<file path="src/rtl/i2s_tx_ctrl_if.sv">
// FIFO-side and i2s_tx-side handshake bundle for i2s_tx_ctrl.
// master = the controller, slave = the FIFO / i2s_tx / bench side.
interface i2s_tx_ctrl_if #(
  parameter int DW = 24
);
  logic          fifo_empty;
  logic [DW-1:0] fifo_l;
  logic [DW-1:0] fifo_r;
  logic          fifo_rd_en;
  logic          tx_rd_en;
  logic [DW-1:0] tx_l;
  logic [DW-1:0] tx_r;
  logic          tx_valid;

  modport master (
    input  fifo_empty, fifo_l, fifo_r, tx_rd_en,
    output fifo_rd_en, tx_l, tx_r, tx_valid
  );

  modport slave (
    output fifo_empty, fifo_l, fifo_r, tx_rd_en,
    input  fifo_rd_en, tx_l, tx_r, tx_valid
  );
endinterface

</file>
<file path="src/rtl/i2s_tx_ctrl.sv">
// I2S transmit sequencer: divides clk into sclk/lrclk, feeds i2s_tx from a sample FIFO,
// substitutes silence on underrun. Optional saturating underrun counter: I2S_CTRL_UNDERRUN_CNT_EN.
module i2s_tx_ctrl #(
  parameter int DW          = 24,
  parameter int SCLK_HALF   = 4,
  parameter int BITS_PER_CH = 32
) (
  input  logic                 clk,
  input  logic                 rst,
  input  logic                 enable,
  i2s_tx_ctrl_if.master        bus,
  output logic                 sclk,
  output logic                 lrclk,
  output logic                 running,
  output logic                 underrun
`ifdef I2S_CTRL_UNDERRUN_CNT_EN
  ,
  input  logic                 underrun_clr,
  output logic [15:0]          underrun_cnt
`endif
);

  localparam int DIV_W = $clog2(SCLK_HALF);
  localparam int BIT_W = $clog2(BITS_PER_CH);
  localparam logic [DIV_W-1:0] DIV_MAX = DIV_W'(SCLK_HALF - 1);
  localparam logic [BIT_W-1:0] BIT_MAX = BIT_W'(BITS_PER_CH - 1);

  typedef enum logic [1:0] {IDLE, RUN, STOP} state_t;

  state_t           state;
  logic [DIV_W-1:0] div_cnt;
  logic [BIT_W-1:0] bit_cnt;
  logic             req;
  logic             pend;
  logic             pend_data;
  logic             div_wrap;
  logic             sclk_fall;
  logic             frame_end;

  // A request is only honoured while clocks run; reset masks the combinational pop.
  assign req            = !rst && (state != IDLE) && bus.tx_rd_en;
  assign bus.fifo_rd_en = req && !bus.fifo_empty;
  assign div_wrap       = (div_cnt == DIV_MAX);
  assign sclk_fall      = div_wrap && sclk;
  assign frame_end      = sclk_fall && (bit_cnt == BIT_MAX) && lrclk;

  always_ff @(posedge clk) begin
    if (rst) begin
      state        <= IDLE;
      running      <= 1'b0;
      div_cnt      <= '0;
      bit_cnt      <= BIT_MAX;
      sclk         <= 1'b0;
      lrclk        <= 1'b1;
      pend         <= 1'b0;
      pend_data    <= 1'b0;
      underrun     <= 1'b0;
      bus.tx_valid <= 1'b0;
      bus.tx_l     <= '0;
      bus.tx_r     <= '0;
    end else begin
      // Two-stage request pipeline: FIFO data arrives one cycle after the pop.
      pend         <= req;
      pend_data    <= bus.fifo_rd_en;
      underrun     <= req && bus.fifo_empty;
      bus.tx_valid <= pend;
      if (pend) begin
        bus.tx_l <= pend_data ? bus.fifo_l : {DW{1'b0}};
        bus.tx_r <= pend_data ? bus.fifo_r : {DW{1'b0}};
      end

      case (state)
        IDLE: begin
          div_cnt <= '0;
          bit_cnt <= BIT_MAX;
          sclk    <= 1'b0;
          lrclk   <= 1'b1;
          if (enable && !bus.fifo_empty) begin
            state   <= RUN;
            running <= 1'b1;
          end
        end
        RUN, STOP: begin
          // Stopping only lands on the falling sclk edge that would begin a new frame.
          if (state == STOP && !enable && frame_end) begin
            state   <= IDLE;
            running <= 1'b0;
            div_cnt <= '0;
            bit_cnt <= BIT_MAX;
            sclk    <= 1'b0;
            lrclk   <= 1'b1;
          end else begin
            state <= enable ? RUN : STOP;
            if (div_wrap) begin
              div_cnt <= '0;
              sclk    <= !sclk;
              if (sclk) begin
                bit_cnt <= (bit_cnt == BIT_MAX) ? '0 : bit_cnt + 1'b1;
                if (bit_cnt == BIT_MAX) lrclk <= !lrclk;
              end
            end else begin
              div_cnt <= div_cnt + 1'b1;
            end
          end
        end
        default: begin
          state   <= IDLE;
          running <= 1'b0;
        end
      endcase
    end
  end

`ifdef I2S_CTRL_UNDERRUN_CNT_EN
  // Clear wins over a simultaneous increment.
  always_ff @(posedge clk) begin
    if (rst || underrun_clr) begin
      underrun_cnt <= 16'd0;
    end else if (req && bus.fifo_empty && underrun_cnt != 16'hFFFF) begin
      underrun_cnt <= underrun_cnt + 16'd1;
    end
  end
`endif

endmodule

</file>
<file path="src/flat_wrapper.sv">
// flat-port wrapper written by rule: the top's interface ports become plain ports
module i2s_tx_ctrl_flat 
#(
  parameter int DW          = 24,
  parameter int SCLK_HALF   = 4,
  parameter int BITS_PER_CH = 32
)
  (clk, rst, enable, sclk, lrclk, running, underrun, bus_fifo_empty, bus_fifo_l, bus_fifo_r, bus_tx_rd_en, bus_fifo_rd_en, bus_tx_l, bus_tx_r, bus_tx_valid);
  i2s_tx_ctrl_if #(.DW(DW)) bus_i ();
  input  logic clk;
  input  logic rst;
  input  logic enable;
  output logic sclk;
  output logic lrclk;
  output logic running;
  output logic underrun;
  input wire logic [$bits(bus_i.fifo_empty)-1:0] bus_fifo_empty;
  input wire logic [$bits(bus_i.fifo_l)-1:0] bus_fifo_l;
  input wire logic [$bits(bus_i.fifo_r)-1:0] bus_fifo_r;
  input wire logic [$bits(bus_i.tx_rd_en)-1:0] bus_tx_rd_en;
  output wire logic [$bits(bus_i.fifo_rd_en)-1:0] bus_fifo_rd_en;
  output wire logic [$bits(bus_i.tx_l)-1:0] bus_tx_l;
  output wire logic [$bits(bus_i.tx_r)-1:0] bus_tx_r;
  output wire logic [$bits(bus_i.tx_valid)-1:0] bus_tx_valid;
  assign bus_i.fifo_empty = bus_fifo_empty;
  assign bus_i.fifo_l = bus_fifo_l;
  assign bus_i.fifo_r = bus_fifo_r;
  assign bus_i.tx_rd_en = bus_tx_rd_en;
  assign bus_fifo_rd_en = bus_i.fifo_rd_en;
  assign bus_tx_l = bus_i.tx_l;
  assign bus_tx_r = bus_i.tx_r;
  assign bus_tx_valid = bus_i.tx_valid;
  i2s_tx_ctrl #(.DW(DW), .SCLK_HALF(SCLK_HALF), .BITS_PER_CH(BITS_PER_CH)) u_core (.clk(clk), .rst(rst), .enable(enable), .bus(bus_i), .sclk(sclk), .lrclk(lrclk), .running(running), .underrun(underrun));
endmodule
</file>
<file path="config.mk">
export PLATFORM = sky130hd
export DESIGN_NAME = i2s_tx_ctrl_flat
export DESIGN_NICKNAME = d
export VERILOG_FILES = /design/src/rtl/i2s_tx_ctrl_if.sv /design/src/rtl/i2s_tx_ctrl.sv /design/src/flat_wrapper.sv
export SDC_FILE = /design/constraint.sdc
export NUM_CORES = 1
export LEC_CHECK = 0
export BUFFER_PORTS_ARGS = -buffer_cell sky130_fd_sc_hd__clkbuf_2
export CORE_UTILIZATION = 40
export DETAILED_ROUTE_END_ITERATION = 10
export PLACE_DENSITY = 0.69
export SYNTH_ARGS = -nofsm -noshare
export SYNTH_HDL_FRONTEND = slang
export SYNTH_SLANG_ARGS = --single-unit
</file>
<file path="constraint.sdc">
create_clock -name clk -period 2.6 [get_ports clk]
set_input_delay 0.39 -clock clk [delete_from_list [all_inputs] [get_ports clk]]
set_output_delay 0.39 -clock clk [all_outputs]
set_load 0.02 [all_outputs]
</file>
==> qor.yml, run 1 <==
hold_viol_final: 0
drive_above_1_share_pct: 31.60
hold_ws_ps: 251.4
clkSinkCount: 64
layout_common_cells: "106 x clkbuf_2, 63 x dfxtp_1, 57 x a21oi_1, 55 x nor2_1, 54 x nor2b_1"
rr_startpoint: "u_core.bit_cnt[0]"
holdPathStages: 2
hold_buffers: 0
area.growth.synth_to_final_pct: 33.28
crit_path_end_kind: "output pin"
synthFlopType: "dfxtp_1"
worst_pin_slew_ps: 580.3
cts_max_level: 3
drc: 0
cts_tree: "yes"
cp.arrival_ps: 1740
synth_top_area_share_pct: 51.02
die-width_um: 81.24
start_kind: "flop"
gp_routability_congestion: 0.7068
synth-edff-count: 0
setup_slack_ps: 470.4
clock_skew_ps: 7.796
wire_per_inst_um: 11.81
core_mm2: 0.005991
setup_viol: 0
ant_nets: 0
pre_cts_slack_ps: 713.0
io_pins: 107
dp.final_hpwl_mm: 3.852
dieArea_mm2: 0.006599
final_common_cell: "clkbuf_2"
synth-seq-cells: 64
outcome: "completed"
fin_crit_ps: 2130
dr.pass1.iters: 4
nets: 459
critical_path_class: "reg2out"
numCtsBuffers: 9
avgSynthCellArea_um2: 8.484
worstReg2RegEnd: "u_core.running"
critPathMaxStageDelay_ps: 370
p_leak_nw: 1.589
grt-ovfl-total: 0
hold_start: "rst"
clk_path_buf_depth: 2
final_core_util_pct: 55.87
yosys_warnings: 0
clockRootBuffer: "clkbuf_8"
critPathSlowestCell: "dfxtp_1"
drt_iter0_drc: 99
path_clk_slew_ps: 70
crit_buf_inv: 2
grt_pass1_vias: 1994
netlist_area_mm2: 0.002511
hold_path.class: "in2reg"
vias: 2302
slew_viol_final: 0
grt_usage_pct: 17.58
portBuffers: 106
ir_worst_vdd_mv: 0.4031
crit_path_cell_trace: "inv_1, ha_1, nor3b_1, nor2b_1, clkbuf_2"
p_per_area_mw_per_mm2: 662.5
start_util_pct: 41.92
yosysUniqueCellTypes: 24
rows: 28
min_to: "u_core.pend"
rsz0062_at_grt: "no"
drv_cap: 0
finalSetupTns_ps: 0
die_height_um: 81.24
clock_latency_ps: 330
syn-num-nets: 355
crit_path_max_fanout: 6
reg2regPathDepth: 7
cp_top_family: "simple AND/OR/NAND/NOR gates"
max_freq_ghz: 0.4696
reg2reg_slack_ps: 670
cts_resized: 0
antenna_found_initial: 0
via_per_inst: 4.796
post_cts_buffers: 0
seq_area_frac_synth_pct: 51.02
n_antenna_cell: 0
synthCells: 296
fin_crit_sh_pct: 81.91
routed_wl_mm: 5.669
grt_max_degree: 57
grt_pass1_wl_mm: 8.866
ys_top_cells_by_area: "dfxtp_1 51%, nor2b_1 13%, a21oi_1 11%"
relSlewSlack_pct: 61.31
synth_top_cell_by_area: "dfxtp_1"
cp.required_ps: 2210
async_flop_share_pct: 0
[state kept, by name, indices dropped and copies added, names as in the netlist, 2 cells and up]
name / cells
u_core.bus.tx_r: 24
u_core.bit_cnt: 5
u_core.state: 2
u_core.bus.tx_l: 24
u_core.div_cnt: 2
[Yosys cell counts, drive strengths merged, types with 2 or more instances]
cell type and n:
o211ai 2, clkbuf 12, nor2 55, nand3b 3
o21ai 8, and2 2, dfxtp 64, nor3 8
nor2b 54, nand2b 3, buf 4, nand2 5
ha 6, nand3 3, inv 3, a21oi 57
[routing by layer]
| layer | vias up | track usage, % | wire, um |
|---|---|---|---|
| li1 | 1181 | - | - |
| met1 | 1038 | 21.22 | 2616 |
| met2 | 74 | 28.66 | 2660 |
| met3 | 9 | 4.494 | 305 |
| met4 | 0 | 9.107 | 87 |
| met5 | - | 0 | 0 |
[report_power, final]
| part | switching, mW | leakage, nW | internal [mW] |
|---|---|---|---|
| registers | 0.0108 | 0.517 | 0.994 |
| logic | 0.0892 | 0.949 | 0.0675 |
| clock network | 0.388 | 0.123 | 0.668 |
[cell families (layout without fill, tap and decap cells)]
family | Yosys count | in the layout | synth area share [%]
buffers and inverters | 19 | 128 | 3.039
adders and majority gates | 6 | 6 | 2.989
AOI/OAI and AO/OA | 70 | 70 | 14.95
DFF | 64 | 64 | 51.02
and+or+nand+nor | 137 | 137 | 28.00
[cell type report]
class | count | area, um2
Timing Repair Buffer | 109 | 553.0
Clock inverter | 6 | 115.1
Fill cell | 562 | 2644
Multi-Input combinational cell | 213 | 1154
Clock buffer | 10 | 137.6
Tap cell | 75 | 93.84
Inverter | 3 | 11.26
Sequential cell | 64 | 1282
[metrics by stage]
| stage | total power, mW | instances | instance area, um2 |
|---|---|---|---|
| after floorplan | 1.118 | 296 | 2511 |
| after global placement | 1.181 | 464 | 3094 |
| after detailed placement | 1.183 | 464 | 3094 |
| after CTS | 2.246 | 480 | 3347 |
| after global routing | 2.318 | 480 | 3347 |
| final | 2.217 | 480 | 3347 |
[how the worst max path moves through the flow]
stage	start	depth (start not counted)	to	slack (ps)
finish	u_core.state[0]	5	bus_fifo_rd_en	470
global route	u_core.state[0]	5	bus_fifo_rd_en	330
CTS	u_core.state[0]	5	bus_fifo_rd_en	450
global placement	u_core.bit_cnt[0]	7	u_core.running	770
floorplan	u_core.bit_cnt[0]	7	u_core.state[1]	880
detailed placement	u_core.bit_cnt[0]	7	u_core.running	710
(Power assumes the default switching activity.)
==> run 2, diff against run 1 <==
Clock period 2.6 ns to 2.17 ns, I/O delays scaled along.
==> run 2 against run 1 <==
Clock skew shrank 0.70 ps; first-iteration DRC count is 32% lower; register-to-register slack worse by 440 ps; non-clock buffer count unchanged; hold slack got worse by 63 ps; combinational power rose by 21%; sequential share of layout area increased by 0.36 points; sequential power is 20% higher; utilization fell by 0.52 points; total power up 11%; cell area down 0.93%; clock power about the same.
==> qor.yml, run 2 (same netlist as run 1, synthesis figures left out) <==
drive_above_1_share_pct: 31.85
layout_common_cells: "106 x clkbuf_2, 63 x dfxtp_1, 57 x a21oi_1, 55 x nor2_1, 54 x nor2b_1"
critPathMaxStageDelay_ps: 350
hold_start: "rst"
die-width_um: 81.24
die_height_um: 81.24
cts_max_level: 3
min_to: "u_core.pend"
crit_path_end_kind: "output pin"
core_mm2: 0.005991
clock_skew_ps: 7.092
drv_cap: 0
slew_viol_final: 0
crit_path_max_fanout: 6
clock_latency_ps: 330
finalSetupTns_ps: 0
drt_iter0_drc: 67
worst_pin_slew_ps: 583.8
ir_worst_vdd_mv: 0.4802
area.growth.synth_to_final_pct: 32.04
hold_buffers: 0
holdPathStages: 2
multi_input_area_mm2: 0.001159
final.fill_count: 575
fin_crit_ps: 1986
vias: 2263
outcome: "completed"
ant_nets: 0
cts_tree: "yes"
clkSinkCount: 64
drc: 0
critPathSlowestCell: "dfxtp_1"
fin_crit_sh_pct: 91.54
seq_area_mm2: 0.001282
dp.final_hpwl_mm: 3.803
cp.arrival_ps: 1660
critical_path_class: "reg2out"
clockRootBuffer: "clkbuf_8"
max_freq_ghz: 0.5034
start_kind: "flop"
dr.pass1.iters: 4
hold_viol_final: 0
worstReg2RegEnd: "u_core.running"
final_core_util_pct: 55.35
grt_pass1_vias: 2030
gp_routability_congestion: 0.7618
rows: 28
relSlewSlack_pct: 61.08
via_per_inst: 4.715
hold_path.class: "in2reg"
reg2regPathDepth: 7
cts_resized: 0
rr_startpoint: "u_core.bit_cnt[0]"
grt_pass1_wl_mm: 8.907
dieArea_mm2: 0.006599
rsz0062_at_grt: "no"
antenna_found_initial: 0
crit_path_cell_trace: "inv_1, ha_1, nor3b_2, nor2b_1, clkbuf_2"
reg2reg_slack_ps: 230
reg_top3: "u_core.bus.tx_l x24, u_core.bus.tx_r x24, u_core.bit_cnt x5"
start_util_pct: 41.92
wire_per_inst_um: 11.85
nets: 459
placed_cell_area_mm2: 0.003094
p_leak_nw: 1.576
post_cts_buffers: 0
path_clk_slew_ps: 70
final_common_cell: "clkbuf_2"
grt-ovfl-total: 0
grt_usage_pct: 17.59
portBuffers: 106
routed_wl_mm: 5.688
cp.required_ps: 1840
numCtsBuffers: 9
io_pins: 107
clk_path_buf_depth: 2
setup_viol: 0
stdcell_area_mm2: 0.003316
total_power_mw: 2.458
p_per_area_mw_per_mm2: 741.3
grt_max_degree: 57
n_antenna_cell: 0
==> run 2: cell count changes in the layout (fill, tap and decap cells not counted), sizes merged <==
cell	delta
bufinv	-2
clkbuf	+2
inv	-1
clkinv	+1
==> run 2: report_power, final <==
part | internal (mW) | switching (mW)
registers | 1.19 | 0.0125
clock network | 0.624 | 0.440
logic | 0.0816 | 0.108
total | 1.90 | 0.561
==> run 2: cell type report <==
cell class              instances  share of cell area, %
clock buffers                  12                  4.981
clock inverters                 4                  1.547
inverters                       3                 0.3396
multi-input cells             213                  34.94
flip-flops and latches         64                  38.68
well taps                      75                  2.830
repair buffers                109                  16.68
==> run 2: how the worst max path moves through the flow <==
stage	start	endpoint	slack (ps)	depth (start not counted)
after floorplan	u_core.bit_cnt[0]	u_core.state[1]	450	7
after global routing	u_core.bit_cnt[0]	u_core.running	40	7
after detailed placement	u_core.bit_cnt[0]	u_core.running	260	7
after CTS	u_core.state[0]	bus_fifo_rd_en	70	5
after global placement	u_core.bit_cnt[0]	u_core.running	330	7
final	u_core.state[0]	bus_fifo_rd_en	180	5
==> run 2: stage by stage <==
step                      setup slack, ps  std cells  hold WS, ps
after global routing                36.55        480        177.5
after floorplan                     447.1        296        397.1
final                               183.5        480        188.2
after detailed placement            256.2        464        464.5
after global placement              329.2        464        457.1
after CTS                           67.28        480        176.5
==> run 2: layer usage <==
| layer | part of all wire, % | vias to the layer above | GRT usage (%) |
|---|---|---|---|
| met3 | 4.2 | 11 | 3.708 |
| met1 | 48 | 1001 | 21.49 |
| li1 | - | 1186 | - |
| met5 | 0 | - | 0 |
| met4 | 2.2 | 0 | 9.643 |
| met2 | 46 | 65 | 28.74 |
==> run 2: worst max-delay path, delay by kind of cell, from the launching register on <==
| family | cells | cell delay, ps |
|---|---|---|
| buffers and inverters | 2 | 250 |
| adder cells (fa/ha/maj) | 1 | 280 |
| AND/OR/NAND/NOR | 2 | 440 |
| flip-flops | 1 | 350 |
==> run 3, diff against run 2 <==
Settings changed: CORE_ASPECT_RATIO from default to 1.5, REMOVE_ABC_BUFFERS from default to 1.
==> run 3 against run 2 <==
Final cell count decreased by 0.42%; clock skew rose by 0.75 ps; hold slack gained 8.3 ps; first-iteration DRC count is 120% higher; largest power group unchanged; utilization decreased by 1.4 points; sequential share of layout area rose by 0.37 points; combinational power hardly changed; die area barely moved; cell area is 0.94% lower.
==> qor.yml, run 3 (same netlist as run 1, synthesis figures left out) <==
cts_max_level: 3
worst_pin_slew_ps: 593.9
min_to: "u_core.pend_data"
start_util_pct: 41.25
clock_skew_ps: 7.841
fin_crit_ps: 1971
grt-ovfl-total: 0
clockRootBuffer: "clkbuf_8"
antenna_found_initial: 0
seq_area_mm2: 0.001282
nets: 459
final.fill_count: 573
clkSinkCount: 64
wire_per_inst_um: 12.41
p_per_area_mw_per_mm2: 721.3
slew_viol_final: 0
vias: 2320
routed_wl_mm: 5.930
comb_power_share_pct: 8.0
critPathMaxStageDelay_ps: 360
worstReg2RegEnd: "u_core.running"
pre_cts_slack_ps: 260.1
grt_usage_pct: 18.80
via_per_inst: 4.854
cp.required_ps: 1840
rr_startpoint: "u_core.bit_cnt[0]"
drv_cap: 0
ant_nets: 0
cts_tree: "yes"
max_freq_ghz: 0.5074
multi_input_area_mm2: 0.001159
hold_buffers: 0
io_pins: 107
numCtsBuffers: 9
final_cells: 478
critical_path_class: "reg2out"
final_common_cell: "clkbuf_2"
start_kind: "flop"
p_switching_mw: 0.5467
drt_iter0_drc: 146
cp.arrival_ps: 1650
clock_latency_ps: 340
p_sw_share_pct: 23.08
hold_path.class: "in2reg"
area.growth.synth_to_final_pct: 30.79
setup_viol: 0
crit_path_max_fanout: 6
dp.final_hpwl_mm: 4.152
dr.pass1.iters: 4
power.internal_mw: 1.822
reg_top3: "u_core.bus.tx_l x24, u_core.bus.tx_r x24, u_core.bit_cnt x5"
reg2regPathDepth: 7
grt_pass1_vias: 2109
relSlewSlack_pct: 60.41
layout_common_cells: "106 x clkbuf_2, 63 x dfxtp_1, 57 x a21oi_1, 55 x nor2_1, 54 x nor2b_1"
fin_crit_sh_pct: 90.82
post_cts_buffers: 0
grt_max_degree: 57
holdPathStages: 2
drc: 0
portBuffers: 106
crit_path_end_kind: "output pin"
die_height_um: 99.04
cts_resized: 0
hold_viol_final: 0
seq_power_share_pct: 50.9
crit_path_cell_trace: "inv_1, ha_1, nor3b_2, nor2b_1, clkbuf_2"
ir_worst_vdd_mv: 0.6082
outcome: "completed"
dieArea_mm2: 0.006605
setup_slack_ps: 199.1
n_antenna_cell: 0
critPathSlowestCell: "dfxtp_1"
drive_above_1_share_pct: 31.44
gp_routability_congestion: 0.8132
clkPwrFrac_pct: 41.1
grt_pass1_wl_mm: 9.432
die-width_um: 66.70
rows: 35
rsz0062_at_grt: "no"
clk_path_buf_depth: 2
path_clk_slew_ps: 60
reg2reg_slack_ps: 250
core_mm2: 0.006087
dpl.cell_count: 463
p_leak_nw: 1.566
hold_start: "bus_fifo_empty"
crit_path_start: "u_core.state[0]"
==> run 3: cell count changes in the layout (fill, tap and decap cells not counted) <==
cell,before,now
clkbuf_1,0,1
clkbuf_8,12,10
clkinv_2,1,3
clkinv_4,1,0
clkinvlp_4,1,0
==> run 3: critical path, delay by kind of cell (launching register included) <==
family / cells / cell delay (ps)
buf+inv: 2 / 240
fa+ha+maj: 1 / 270
simple gates: 2 / 440
flops: 1 / 360
==> run 3: final cells by class <==
class | count | area share [%]
tap | 74 | 2.819
multi-input combinational | 213 | 35.28
timing repair buffer | 109 | 16.84
clock buffer | 11 | 4.305
clock inverter | 4 | 1.371
inverter | 3 | 0.3429
sequential | 64 | 39.05
==> run 3: how the worst max path moves through the flow <==
stage                                    end  slack (ps)
final                         bus_fifo_rd_en         200
after global routing          bus_fifo_rd_en          40
after CTS                     bus_fifo_rd_en          80
after detailed placement      u_core.running         260
after global placement        u_core.running         330
after floorplan           u_core.bus.tx_l[0]        -180
==> run 3: per-layer routing <==
metal,routed length (um),part of all wire (%),GRT usage [%]
met1,2523,43,21.01
met2,2893,49,31.47
met3,356,6.0,3.819
met4,155,2.6,11.95
met5,0,0,0
==> run 3: power groups by stage <==
| stage | Clock [mW] | Sequential (mW) | Combinational, mW |
|---|---|---|---|
| final | 0.973 | 1.21 | 0.190 |
| after global routing | 1.05 | 1.21 | 0.212 |
| after CTS | 1.00 | 1.21 | 0.190 |
| after detailed placement | 0 | 1.23 | 0.189 |
| after global placement | 0 | 1.23 | 0.184 |
| after floorplan | 0 | 1.24 | 0.0878 |
==> run 3: through the flow <==
| step | TNS (ps) | area [um2] | hold slack [ps] | utilization [%] | power [mW] |
|---|---|---|---|---|---|
| after floorplan | -8610 | 2446 | 394.6 | - | 1.325 |
| after global placement | 0 | 3093 | 457.6 | 50.81 | 1.415 |
| after detailed placement | 0 | 3093 | 472.7 | 50.81 | 1.421 |
| after CTS | 0 | 3279 | 184.1 | 53.87 | 2.397 |
| after global routing | 0 | 3284 | 199.5 | 53.96 | 2.470 |
| final | 0 | 3284 | 196.5 | 53.96 | 2.369 |
